<file path="config.mk">
export PLATFORM = sky130hd
export DESIGN_NAME = exec_control_datapath
export DESIGN_NICKNAME = d
export VERILOG_FILES = /design/src/rtl/exec_control_datapath.sv
export SDC_FILE = /design/constraint.sdc
export NUM_CORES = 1
export LEC_CHECK = 0
export CAP_MARGIN = 20
export CORE_MARGIN = 5
export CORE_UTILIZATION = 40
export CTS_BUF_LIST = sky130_fd_sc_hd__clkbuf_2 sky130_fd_sc_hd__clkbuf_4 sky130_fd_sc_hd__clkbuf_8
export CTS_CLUSTER_SIZE = 12
export DETAILED_ROUTE_END_ITERATION = 16
export MAX_ROUTING_LAYER = met4
export PLACE_DENSITY = 0.68
export SETUP_SLACK_MARGIN = 0.1
export SLEW_MARGIN = 40
export SYNTH_ARGS = -nofsm -noshare
export SYNTH_HDL_FRONTEND = slang
export SYNTH_SLANG_ARGS = --single-unit
export TNS_END_PERCENT = 100
</file>
<file path="constraint.sdc">
create_clock -name clk -period 12.95 [get_ports clk]
set_input_delay 1.295 -clock clk [delete_from_list [all_inputs] [get_ports clk]]
set_output_delay 1.295 -clock clk [all_outputs]
set_load 0.005 [all_outputs]
</file>
<file path="src/rtl/exec_control_datapath.sv">
// Decode-and-execute core: main control, 32-bit ALU, write-back mux.
// One-bit halt latch gates the architectural strobes once halt is seen.
module exec_control_datapath (
  input  logic        clk,
  input  logic        reset,
  input  logic [5:0]  opcode,
  input  logic [31:0] rs_data,
  input  logic [31:0] rt_data,
  input  logic [31:0] imm_ext,
  input  logic [31:0] mem_data,
  output logic        ext_sel,
  output logic        pc_wre,
  output logic        ins_mem_rw,
  output logic        reg_out,
  output logic        reg_wre,
  output logic [2:0]  alu_op,
  output logic        alu_src_b,
  output logic        alu_m2reg,
  output logic        pc_src,
  output logic        data_mem_rw,
  output logic [31:0] alu_result,
  output logic        zero,
  output logic [31:0] write_data
);

  localparam logic [5:0] OP_ADD  = 6'b000000;
  localparam logic [5:0] OP_ADDI = 6'b000001;
  localparam logic [5:0] OP_SUB  = 6'b000010;
  localparam logic [5:0] OP_ORI  = 6'b010000;
  localparam logic [5:0] OP_AND  = 6'b010001;
  localparam logic [5:0] OP_OR   = 6'b010010;
  localparam logic [5:0] OP_MOVE = 6'b100000;
  localparam logic [5:0] OP_SW   = 6'b100110;
  localparam logic [5:0] OP_LW   = 6'b100111;
  localparam logic [5:0] OP_BEQ  = 6'b110000;
  localparam logic [5:0] OP_HALT = 6'b111111;

  localparam logic [2:0] ALU_ADD  = 3'b000;
  localparam logic [2:0] ALU_SUB  = 3'b001;
  localparam logic [2:0] ALU_RSUB = 3'b010;
  localparam logic [2:0] ALU_OR   = 3'b011;
  localparam logic [2:0] ALU_AND  = 3'b100;
  localparam logic [2:0] ALU_ANDN = 3'b101;
  localparam logic [2:0] ALU_XOR  = 3'b110;
  localparam logic [2:0] ALU_XNOR = 3'b111;

  typedef struct packed {
    logic       ext_sel;
    logic       pc_wre;
    logic       reg_out;
    logic       reg_wre;
    logic [2:0] alu_op;
    logic       alu_src_b;
    logic       alu_m2reg;
    logic       is_beq;
    logic       data_mem_rw;
  } ctrl_t;

  ctrl_t       ctrl;
  logic        halted;
  logic        gate;
  logic [31:0] op_a;
  logic [31:0] op_b;

  always_comb begin
    ctrl        = '0;
    ctrl.pc_wre = 1'b1;
    unique case (opcode)
      OP_ADD, OP_MOVE: begin
        ctrl.reg_out = 1'b1;
        ctrl.reg_wre = 1'b1;
        ctrl.alu_op  = ALU_ADD;
      end
      OP_ADDI: begin
        ctrl.ext_sel   = 1'b1;
        ctrl.reg_wre   = 1'b1;
        ctrl.alu_src_b = 1'b1;
        ctrl.alu_op    = ALU_ADD;
      end
      OP_SUB: begin
        ctrl.reg_out = 1'b1;
        ctrl.reg_wre = 1'b1;
        ctrl.alu_op  = ALU_SUB;
      end
      OP_ORI: begin
        ctrl.reg_wre   = 1'b1;
        ctrl.alu_src_b = 1'b1;
        ctrl.alu_op    = ALU_OR;
      end
      OP_AND: begin
        ctrl.reg_out = 1'b1;
        ctrl.reg_wre = 1'b1;
        ctrl.alu_op  = ALU_AND;
      end
      OP_OR: begin
        ctrl.reg_out = 1'b1;
        ctrl.reg_wre = 1'b1;
        ctrl.alu_op  = ALU_OR;
      end
      OP_SW: begin
        ctrl.ext_sel     = 1'b1;
        ctrl.alu_src_b   = 1'b1;
        ctrl.alu_op      = ALU_ADD;
        ctrl.data_mem_rw = 1'b1;
      end
      OP_LW: begin
        ctrl.ext_sel   = 1'b1;
        ctrl.reg_wre   = 1'b1;
        ctrl.alu_src_b = 1'b1;
        ctrl.alu_op    = ALU_ADD;
        ctrl.alu_m2reg = 1'b1;
      end
      OP_BEQ: begin
        ctrl.ext_sel = 1'b1;
        ctrl.alu_op  = ALU_SUB;
        ctrl.is_beq  = 1'b1;
      end
      OP_HALT: begin
        ctrl.pc_wre = 1'b0;
      end
      default: begin
        ctrl.pc_wre = 1'b1;
      end
    endcase
  end

  assign op_a = rs_data;
  assign op_b = ctrl.alu_src_b ? imm_ext : rt_data;

  always_comb begin
    alu_result = '0;
    unique case (ctrl.alu_op)
      ALU_ADD:  alu_result = op_a + op_b;
      ALU_SUB:  alu_result = op_a - op_b;
      ALU_RSUB: alu_result = op_b - op_a;
      ALU_OR:   alu_result = op_a | op_b;
      ALU_AND:  alu_result = op_a & op_b;
      ALU_ANDN: alu_result = ~op_a & op_b;
      ALU_XOR:  alu_result = op_a ^ op_b;
      ALU_XNOR: alu_result = ~(op_a ^ op_b);
    endcase
  end

  assign zero       = (alu_result == 32'd0);
  assign write_data = ctrl.alu_m2reg ? mem_data : alu_result;

  always_ff @(posedge clk or negedge reset) begin
    if (!reset) begin
      halted <= 1'b0;
    end else if (opcode == OP_HALT) begin
      halted <= 1'b1;
    end
  end

  // State-changing strobes are suppressed while halted or held in reset.
  assign gate = halted | ~reset;

  assign ext_sel     = ctrl.ext_sel;
  assign ins_mem_rw  = 1'b0;
  assign reg_out     = ctrl.reg_out;
  assign alu_op      = ctrl.alu_op;
  assign alu_src_b   = ctrl.alu_src_b;
  assign alu_m2reg   = ctrl.alu_m2reg;
  assign pc_wre      = ctrl.pc_wre & ~gate;
  assign reg_wre     = ctrl.reg_wre & ~gate;
  assign data_mem_rw = ctrl.data_mem_rw & ~gate;
  assign pc_src      = ctrl.is_beq & zero & ~gate;

endmodule

</file>
Yosys cells after proc, flatten, opt, wreduce, memory -nomap -nowiden
Index checks and enable logic that the tools add are counted.
{"block": "totals", "ff_bits": 1, "input_bits": 136, "wordCells": 56, "out_inout_bits": 77}
{"block": "op_classes", "n_reduce_logical": 9, "n_bitwise": 14, "n_mux": 12, "n_eq_ne": 17, "addsub": 3}
{"operator": "32-bit one-hot mux with 8 select lines", "n": 1}
{"operator": "32-bit bitwise AND", "n": 2}
{"operator": "32-bit two-way mux", "n": 2}
{"operator": "32-bit inverter", "n": 2}
{"operator": "32-bit subtractor", "n": 2}
{"operator": "32-bit adder", "n": 1}
{"operator": "32-bit logical NOT", "n": 1}
{"operator": "32-bit bitwise OR", "n": 1}
{"operator": "32-bit XOR", "n": 1}
{"operator": "6-bit equality test (second input constant)", "n": 5}
{"operator": "6-bit by 5-bit equality test with 1-bit output (second input constant)", "n": 3}
{"operator": "3-bit equality test (second input constant)", "n": 4}
{"operator": "3-bit one-hot mux with 3 select lines", "n": 1}
{"operator": "1-bit two-way mux", "n": 8}
{"operator": "4-bit OR reduction", "n": 2}
{"operator": "8-bit OR reduction", "n": 1}
{"operator": "3-bit by 2-bit equality test with 1-bit output (second input constant)", "n": 2}
{"operator": "6-bit by 1-bit equality test with 1-bit output (second input constant)", "n": 1}
{"operator": "6-bit by 2-bit equality test with 1-bit output (second input constant)", "n": 1}
{"operator": "6-bit logical NOT", "n": 1}
{"operator": "1-bit bitwise AND", "n": 5}
{"operator": "5-bit OR reduction", "n": 1}
{"operator": "2-bit OR reduction", "n": 2}
{"operator": "3-bit by 1-bit equality test with 1-bit output (second input constant)", "n": 1}
{"operator": "other kinds (3)", "n": 4}

Logic depth before layout (Yosys ltp)
{"block": "logic_depth", "depth_word": 10, "depth_mapped": 24, "depth_no_buf": 21}

Least setup slack after synthesis
Ideal clock, no wire load.
{"block": "synth_timing", "path_type": "input to output", "from": "input opcode[2]", "to": "output zero", "n_path_buf": 6, "setup_slack_ps": 5469, "path_stages": 22, "required_time_ps": 11655, "t_arrival_ps": 6186, "path_cell_list": "and4b_4 a22oi_2 buf_6 buf_4 buf_2 buf_4 buf_1 mux2i_1 inv_1 ha_1 clkbuf_1 a21oi_1 o21ai_0 a21boi_0 o211ai_1 o21ai_0 a2111oi_0 o211a_1 o2111ai_1 a2111oi_0 nand4_1 nor4b_1"}
{"block": "synth_between", "elab_chain_cells": 8, "elab_cells_between_ends": 32, "cone_classes": "3 x add/sub; 15 x eq/ne; 4 x mux; 5 x bitwise; 5 x reduce/logical"}
{"element": "start: declaration", "line_no": "6", "text": "input logic [5:0] opcode,"}
{"element": "parallel branches: the longest is 6 deep, another holds 32-bit subtractor"}
{"element": "32-bit one-hot mux with 8 select lines (*)", "line_no": "132", "text": "unique case (ctrl.alu_op)"}
{"element": "32-bit logical NOT (*)", "line_no": "144", "text": "assign zero = (alu_result == 32'd0);"}
{"element": "end: declaration", "line_no": "22", "text": "output logic zero,"}
Mark *: on every way between the ends.

Final worst setup path
{"block": "layout_timing", "from": "input opcode[3]", "to": "output zero"}
The elaborated chain is that of the path after synthesis.

==> flow_metrics.py <==
metrics = {
    "run_status": {
        "status": "completed",
    },
    "sta": {
        "max-slew-margin-rel_pct": 39.5,
        "setup_viol_count_final": 0,
        "worst_pin_slew_ps": 906,
        "slew_violations": 0,
        "period_needed_ps": 9420,
        "fin_ws_ps": 3530,
        "fin_skew_ps": 0,
        "finalCritPeriodShare_pct": 72.7,
        "fmax_mhz": 106,
        "fin_tns_setup_ps": 0,
        "hold_viol_final": 0,
        "rsz0062_at_grt": "no",
    },
    "finish": {
        "antenna_cells": 0,
        "final_net_count": 1576,
        "fillers": 2005,
        "reg_top3": "halted (1)",
        "largest-register": "halted",
        "final_cell_mix": "clkdlybuf4s50_1 (211), nor2_1 (136), nand2_1 (119), inv_1 (93), a21oi_1 (91)",
        "layout-drive-gt1-share_pct": 4.28,
        "fin_cells": 1645,
        "post-route-util_pct": 52.1,
        "final_common_cell": "clkdlybuf4s50_1",
        "area_delta_synth_final_pct": 28.6,
        "largest_register_ffs": 1,
    },
    "worst_setup_path": {
        "path_class": "in -> out",
        "rrSetupSlack_ps": 12270,
        "arrival_ps": 8120,
        "worstSetupEndpointType": "output pin",
        "crit_family": "compound AO/OA/AOI/OAI gates",
        "cp_num_buf_inv": 4,
        "cp-startpoint": "opcode[3]",
        "cp.required_ps": 11650,
        "cp_cell_sequence": "clkdlybuf4s50_1, nor4_2, a22oi_2, inv_4, mux2i_1, inv_1, ha_1, nand2_1, a221oi_1, a311oi_1, o21ai_0, a2111oi_0, a2111oi_1, o31ai_2, mux2_2, o211a_1, o2111ai_1, a2111oi_0, nand4_1, nor4b_1, clkdlybuf4s50_1",
        "path_max_fanout": 28,
        "r2r_start": "halted",
        "cp-start-kind": "input pin",
        "cpPeakStageDelay_ps": 740,
        "cp_slowest_cell": "a2111oi_0",
    },
    "yosys": {
        "postSynthAreaPerCell_sq_um": 6.44,
        "synth-edff-count": 0,
        "ys_warn_count": 0,
        "synth_nets": 1418,
        "ys_async_sr_fraction_pct": 100,
        "ys_ff_latch": 1,
        "ys_seq_area_share_pct": 0.317,
        "synth_ff_type": "dfrtp_1",
        "syn_area_sq_um": 7880,
        "syn_inst": 1224,
        "synth_top_area_cell": "ha_1",
        "synth_top_area_share_pct": 9.20,
        "yosys-top-cells-area": "ha_1 (9.2%), xnor2_1 (8.6%), nor2_1 (6.5%), a21oi_1 (5.8%), nand2_1 (5.7%)",
        "ys_types": 89,
    },
    "power_and_ir_drop": {
        "clockPowerShare_pct": 0,
        "internal-power_w": 0.000285,
        "combPwrFrac_pct": 99.3,
        "power.switching_w": 0.000322,
        "ir_drop_uv": 20.2,
        "p_leak_nw": 4.12,
        "switching_share_pct": 53.1,
        "p_per_area_nw_per_um2": 59.9,
        "pwr-share-seq_pct": 0.7,
    },
    "detailed_routing": {
        "wirelength_mm": 34.0,
        "drt-pass1-iter-count": 5,
        "wl_per_cell_um": 20.7,
        "ant_nets": 0,
        "via_per_inst": 6.07,
        "num_vias": 9986,
        "drc": 0,
        "drtIter0Drc": 920,
    },
    "clocking": {
        "cts_resized": 0,
        "cts.clk_slew.worst_paths_ps": 0,
        "post_cts_buffers": 0,
        "insertion_delay_ps": 0,
        "holdBufCountCts": 0,
    },
    "min_path": {
        "hp-class": "reg -> reg",
        "min_from": "halted",
    },
    "placement": {
        "pre_cts_slack_ps": 3730,
        "gp_congestion": 0.998,
        "numPortBuffers": 211,
        "dp_hpwl_mm": 27.7,
        "dp_cells": 1644,
    },
    "global_route": {
        "grt_pass1_wl_mm": 52.0,
        "grt_pass1_vias": 9350,
        "grt.overflow.total": 0,
        "grtUsageTotal_pct": 29.4,
        "antenna_found_initial": 0,
        "grt_max_degree": 46,
    },
    "floorplanning": {
        "initial_core_util_pct": 40.5,
        "io_pins": 213,
        "coreArea_sq_um": 19500,
        "die-area_sq_um": 22600,
        "dieWidth_um": 150,
        "die_height_um": 150,
        "rows": 51,
    },
    "run": {
        "maxCapViolations": 0,
    },
}
## through the flow
step	power (W)	hold WS, ps	cell area (sq um)
floorplan	0.000327	482	7880
global placement	0.000593	515	10100
detailed placement	0.000593	526	10100
CTS	0.000596	533	10100
global route	0.000655	571	10100
finish	0.000607	535	10100
## per-layer routing
metal	routed length [um]	part of all wire (%)	global-route usage (%)	up-vias
met5	0	0	-	-
met4	625	1.8	4.89	0
met3	4290	13	5.48	41
met2	13300	39	41.2	580
met1	15800	46	44.1	4574
li1	-	-	-	4791
## synth_stat cells, types with 8 or more instances
library cell and instances:
nand2_1 119, or2_2 8, a31oi_1 19, a21o_1 20
buf_2 8, nand2b_1 23, clkbuf_1 44, a2111oi_0 8
nor2b_1 20, buf_1 9, nand4_1 18, o22ai_1 19
a221oi_1 17, or3_1 14, xnor2_1 77, mux2i_1 43
nor2_1 136, nor3_1 28, o211ai_1 12, nand3_1 21
or4_1 17, a211oi_1 17, o31ai_1 15, inv_1 93
nor4_1 19, xor2_1 23, ha_1 58, o21ai_0 61
maj3_1 20, a21oi_1 91
## power by group through the flow
| stage | clock network [W] | registers (W) | logic [W] |
|---|---|---|---|
| floorplan | 0 | 0.00000418 | 0.000322 |
| global placement | 0 | 0.00000433 | 0.000588 |
| detailed placement | 0 | 0.00000432 | 0.000589 |
| CTS | 0 | 0.00000442 | 0.000591 |
| global route | 0 | 0.00000451 | 0.000651 |
| finish | 0 | 0.00000441 | 0.000602 |
## path summary, 6_finish.rpt
path / end / depth (start not counted)
max reg2reg: halted / 1
min reg2reg: halted / 1
min in group asynchronous: halted / 1
max in group asynchronous: halted / 1
min: halted / 1
max: zero / 21
## layout make-up
type | count | area, sq um | share of cell area (%)
flip-flops and latches | 1 | 25.0 | 0.247
inverters | 95 | 359 | 3.54
well taps | 265 | 332 | 3.27
repair buffers | 225 | 2210 | 21.8
multi-input cells | 1059 | 7210 | 71.1
## kinds of logic (layout without fill, tap and decap cells)
group	after synthesis	count (layout)	synth area share (%)
AO/OA/AOI/OAI	368	368	31.8
flip-flops	1	1	0.317
AND/OR/NAND/NOR	456	456	28.5
XOR/XNOR	101	101	11.4
buffers and inverters	164	320	8.44
other	1	1	0.0476
adder cells (fa/ha/maj)	78	78	11.7
multiplexers	55	55	7.73
Note: power is estimated with default switching activity, not from simulation.
==> RTL change 1: new RTL, same settings <==
Make the reset (`reset`) synchronous in one clocked block.
--- a/src/rtl/exec_control_datapath.sv
+++ b/src/rtl/exec_control_datapath.sv
@@ -144,7 +144,7 @@
   assign zero       = (alu_result == 32'd0);
   assign write_data = ctrl.alu_m2reg ? mem_data : alu_result;
 
-  always_ff @(posedge clk or negedge reset) begin
+  always_ff @(posedge clk) begin
     if (!reset) begin
       halted <= 1'b0;
     end else if (opcode == OP_HALT) begin
Behaviour: same outputs for any inputs over 4 cycles, from zero or initial values and one cycle with reset low; that may be too few to reach the edited logic, so the function may still have changed.
==> RTL change 1 against the original RTL <==
Sequential share of layout area shrank 0.054 points; synthesized area grew 2.5%; critical path type unchanged; clock skew is the same; worst hold slack lost 90 ps; largest cell class unchanged; total power grew 0.77%; design area grew 2.3%; worst setup slack lost 640 ps; wire length grew 4.0%; sequential cell count is the same.
==> RTL change 1: results (changes against the original RTL) <==
- Commonest cells post-synth: 142 x nor2_1, 112 x nand2_1, 93 x inv_1 (was 136 x nor2_1, 119 x nand2_1, 93 x inv_1)
- Post-placement worst setup slack: 3040 ps (was 3730 ps)
- Rel. slew slack: 37.5% (was 39.5%)
- Worst vdd ir: 0.0000180 V (was 0.0000202 V)
- Area of the multi-input gates: 0.00743 mm^2 (was 0.00721 mm^2)
- Top cells by area, synth: ha_1 9.0%, xnor2_1 8.8%, nor2_1 6.6% (was ha_1 9.2%, xnor2_1 8.6%, nor2_1 6.5%)
- FILL cells: 2071 (was 2005)
- Vias in the first global route: 9553 (was 9350)
- Vias/cell: 6.11 (was 6.07)
- Critical path's top delay family: simple AND/OR/NAND/NOR gates (was compound AO/OA/AOI/OAI gates)
- CP Max Fanout: 8 (was 28)
- Iter 0 DRT Violations: 985 (was 920)
- NumNets Final: 1607 (was 1576)
- Synth Area in XOR/XNOR: 10.6% (was 11.4%)
- Syn nets: 1449 (was 1418)
- Gate Count Post-Synth: 1255 (was 1224)
- Crit-path max cell delay: 620 ps (was 740 ps)
- Worst r2r dst: halted (unchanged)
- Post-synthesis compound-gate area fraction: 30.1% (was 31.8%)
- RePlAce Congestion: 0.997 (was 0.998)
- Post-synthesis mux area share: 8.25% (was 7.73%)
- Post-synth cell types: 85 (was 89)
- Post-place instance area: 0.0103 mm^2 (was 0.0101 mm^2)
- Critical path's slowest cell: or4_1 (was a2111oi_0)
- Largest net degree at the start of global routing: 39 (was 46)
- Fraction of layout cells with a size suffix above 1: 4.32% (was 4.28%)
- Hold EP: halted (unchanged)
- Combinational share of power: 99.5% (was 99.3%)
- GRT Overall Usage: 29.2% (was 29.4%)
- Hold slack: 445 ps (was 535 ps)
- Sequential fraction of the synthesis area: 0.248% (was 0.317%)
- Reg2Reg Setup Slack: 12380 ps (was 12270 ps)
- HPWL Detailed: 29100 um (was 27700 um)
- Status: completed (unchanged)
- Hold_sp: halted (unchanged)
-- RTL change 1: changes by cell type after synthesis, sizes merged, moves of 8 or more --
| cell | before | now |
|---|---|---|
| buf | 25 | 17 |
| nor3b | 4 | 12 |
| clkbuf | 44 | 52 |
| o21ai | 63 | 76 |
| a2111oi | 11 | 2 |
| maj3 | 20 | 34 |
-- RTL change 1: worst max-delay path by stage --
stage	startpoint	endpoint	slack, ps
global placement	rs_data[1]	zero	3180
detailed placement	rs_data[1]	zero	3040
finish	rs_data[1]	zero	2890
global route	rs_data[1]	zero	2410
CTS	rs_data[1]	zero	2990
floorplan	opcode[5]	pc_src	4560
-- RTL change 1: metal layers --
metal	wire, um	global-route usage, %	up-vias
li1	-	-	4896
met1	15700	39.1	4795
met2	15900	46.9	524
met3	2990	4.40	49
met4	841	6.08	0
met5	0	-	-
-- RTL change 1: area by class of cell --
type                       count  area share, %
multi-input combinational   1089           71.7
inverter                      96           3.51
sequential                     1          0.193
timing repair buffer         225           21.4
tap                          270           3.26
==> RTL change 2: new RTL, config.mk and constraints unchanged <==
Without the edit above. Put a register stage on the output `write_data`, with the module's reset. The value now appears one clock later. The other outputs are not delayed to match.
--- a/src/rtl/exec_control_datapath.sv
+++ b/src/rtl/exec_control_datapath.sv
@@ -142,7 +142,13 @@
   end
 
   assign zero       = (alu_result == 32'd0);
-  assign write_data = ctrl.alu_m2reg ? mem_data : alu_result;
+  always_ff @(posedge clk or negedge reset) begin
+    if (!reset) begin
+      write_data <= '0;
+    end else begin
+      write_data <= ctrl.alu_m2reg ? mem_data : alu_result;
+    end
+  end
 
   always_ff @(posedge clk or negedge reset) begin
     if (!reset) begin
Formal check against the unedited RTL: not equivalent (a bounded check fails within 4 cycles, from zero or initial values and one cycle with reset low).
==> RTL change 2 against the original RTL <==
First-iteration DRC count increased by 52%; worst setup slack got worse by 480 ps; sequential cell count up 32; wire length increased by 14%; synthesized area rose by 15%; total power is 41% higher; critical path depth grew 2; register-to-register slack barely moved; clock skew did not move; design area rose by 13%; largest power group unchanged.
==> RTL change 2: results (changes against the original RTL) <==
- First-pass GRT wire length: 60200 um (was 52000 um)
- Critical path's slowest cell: or4_1 (was a2111oi_0)
- Top cells by area, synth: dfrtp_1 9.1%, ha_1 8.0%, xnor2_1 7.6% (was ha_1 9.2%, xnor2_1 8.6%, nor2_1 6.5%)
- Synth Area in XOR/XNOR: 9.59% (was 11.4%)
- Clock transition at the registers of the reported paths: 70 ps (was 0 ps)
- Worst skew pair latency: 290 ps (was 0 ps)
- Met3 GRT Util: 5.54% (was 5.48%)
- Post-synthesis compound-gate area fraction: 29.4% (was 31.8%)
- Iter 0 DRT Violations: 1397 (was 920)
- Sequential fraction of the synthesis area: 9.08% (was 0.317%)
- Top flop regs: write_data x32, halted x1 (was halted x1)
- DR vias: 10900 (was 9986)
- Met1 usage: 43.0% (was 44.1%)
- Post-Synth Adder-Cell Area: 10.1% (was 11.7%)
- Worst vdd ir: 0.0000316 V (was 0.0000202 V)
- Syn nets: 1506 (was 1418)
- Largest net degree at the start of global routing: 38 (was 46)
- Commonest cells post-synth: 135 x nor2_1, 114 x nand2_1, 96 x inv_1 (was 136 x nor2_1, 119 x nand2_1, 93 x inv_1)
- Vias in the first global route: 10200 (was 9350)
- CP arrival: 8600 ps (was 8120 ps)
- GRT Overall Usage: 29.7% (was 29.4%)
- Rel. slew slack: 44.9% (was 39.5%)
- First drt pass iteration count: 6 (was 5)
- Leak: 4.49 nW (was 4.12 nW)
- HPWL Detailed: 31400 um (was 27700 um)
- Warnings from Yosys: 0 (unchanged)
- CP Max Fanout: 24 (was 28)
- NumNets Final: 1659 (was 1576)
- Cts bufs inserted: 5
- Met2 GRT Util: 42.6% (was 41.2%)
- Fraction of layout cells with a size suffix above 1: 4.91% (was 4.28%)
- RePlAce Congestion: 0.990 (was 0.998)
- Status: completed (unchanged)
- Final WL: 38900 um (was 34000 um)
- FILL cells: 2259 (was 2005)
- Post-place instance area: 0.0113 mm^2 (was 0.0101 mm^2)
- Post-synthesis mux area share: 6.59% (was 7.73%)
- Clock Tree Root: clkbuf_8
- Post-synth cell types: 98 (was 89)
-- RTL change 2: power by group --
| group | internal [mW] | switching, mW |
|---|---|---|
| Combinational | 0.285 | 0.347 |
| Clock | 0.0480 | 0.0372 |
| Sequential | 0.130 | 0.00694 |
-- RTL change 2: worst max-delay path: cells and delay by family --
family	cells	cell delay, ps
AND/OR/NAND/NOR	7	2580
buffers and inverters	7	2020
AO/OA/AOI/OAI	4	1200
adder cells (fa/ha/maj)	3	770
multiplexers	2	730
-- RTL change 2: final cells by class --
class                   instances  area share [%]
multi-input cells            1105            66.3
well taps                     285            3.12
clock inverters                 1          0.0438
clock buffers                   7           0.844
flip-flops and latches         33            7.23
repair buffers                223            19.3
inverters                      97            3.19
-- RTL change 2: cells by family (layout without fill, tap and decap cells) --
kind of cell / Yosys count / in the layout
AO/OA/AOI/OAI: 386 / 386
XOR/XNOR: 97 / 97
adder cells (fa/ha/maj): 77 / 77
buffers and inverters: 174 / 328
flip-flops: 33 / 33
multiplexers: 48 / 48
other: 1 / 1
AND/OR/NAND/NOR: 496 / 496
-- RTL change 2: metal layers --
layer  vias to the layer above  wire (um)
li1                       5134          -
met5                         -          0
met2                       632      16200
met1                      5065      17800
met4                         0        790
met3                        64       4090
-- RTL change 2: per-stage QoR --
step           instances  utilization, %  setup slack, ps
2_1_floorplan       1312               -             5200
3_3_place_gp        1743            50.2             3240
3_5_place_dp        1743            50.2             3120
4_1_cts             1751            50.7             3110
5_1_grt             1751            50.7             2670
6_report            1751            50.7             3050
-- RTL change 2: final timing paths --
check                                 end  slack [ps]  cells past startpoint
max                                pc_src        3050                     23
min                                halted         530                      1
max reg2reg                        halted       12270                      1
min reg2reg                        halted         530                      1
max in group asynchronous  write_data[21]       11230                      2
min in group asynchronous  write_data[23]        1410                      2
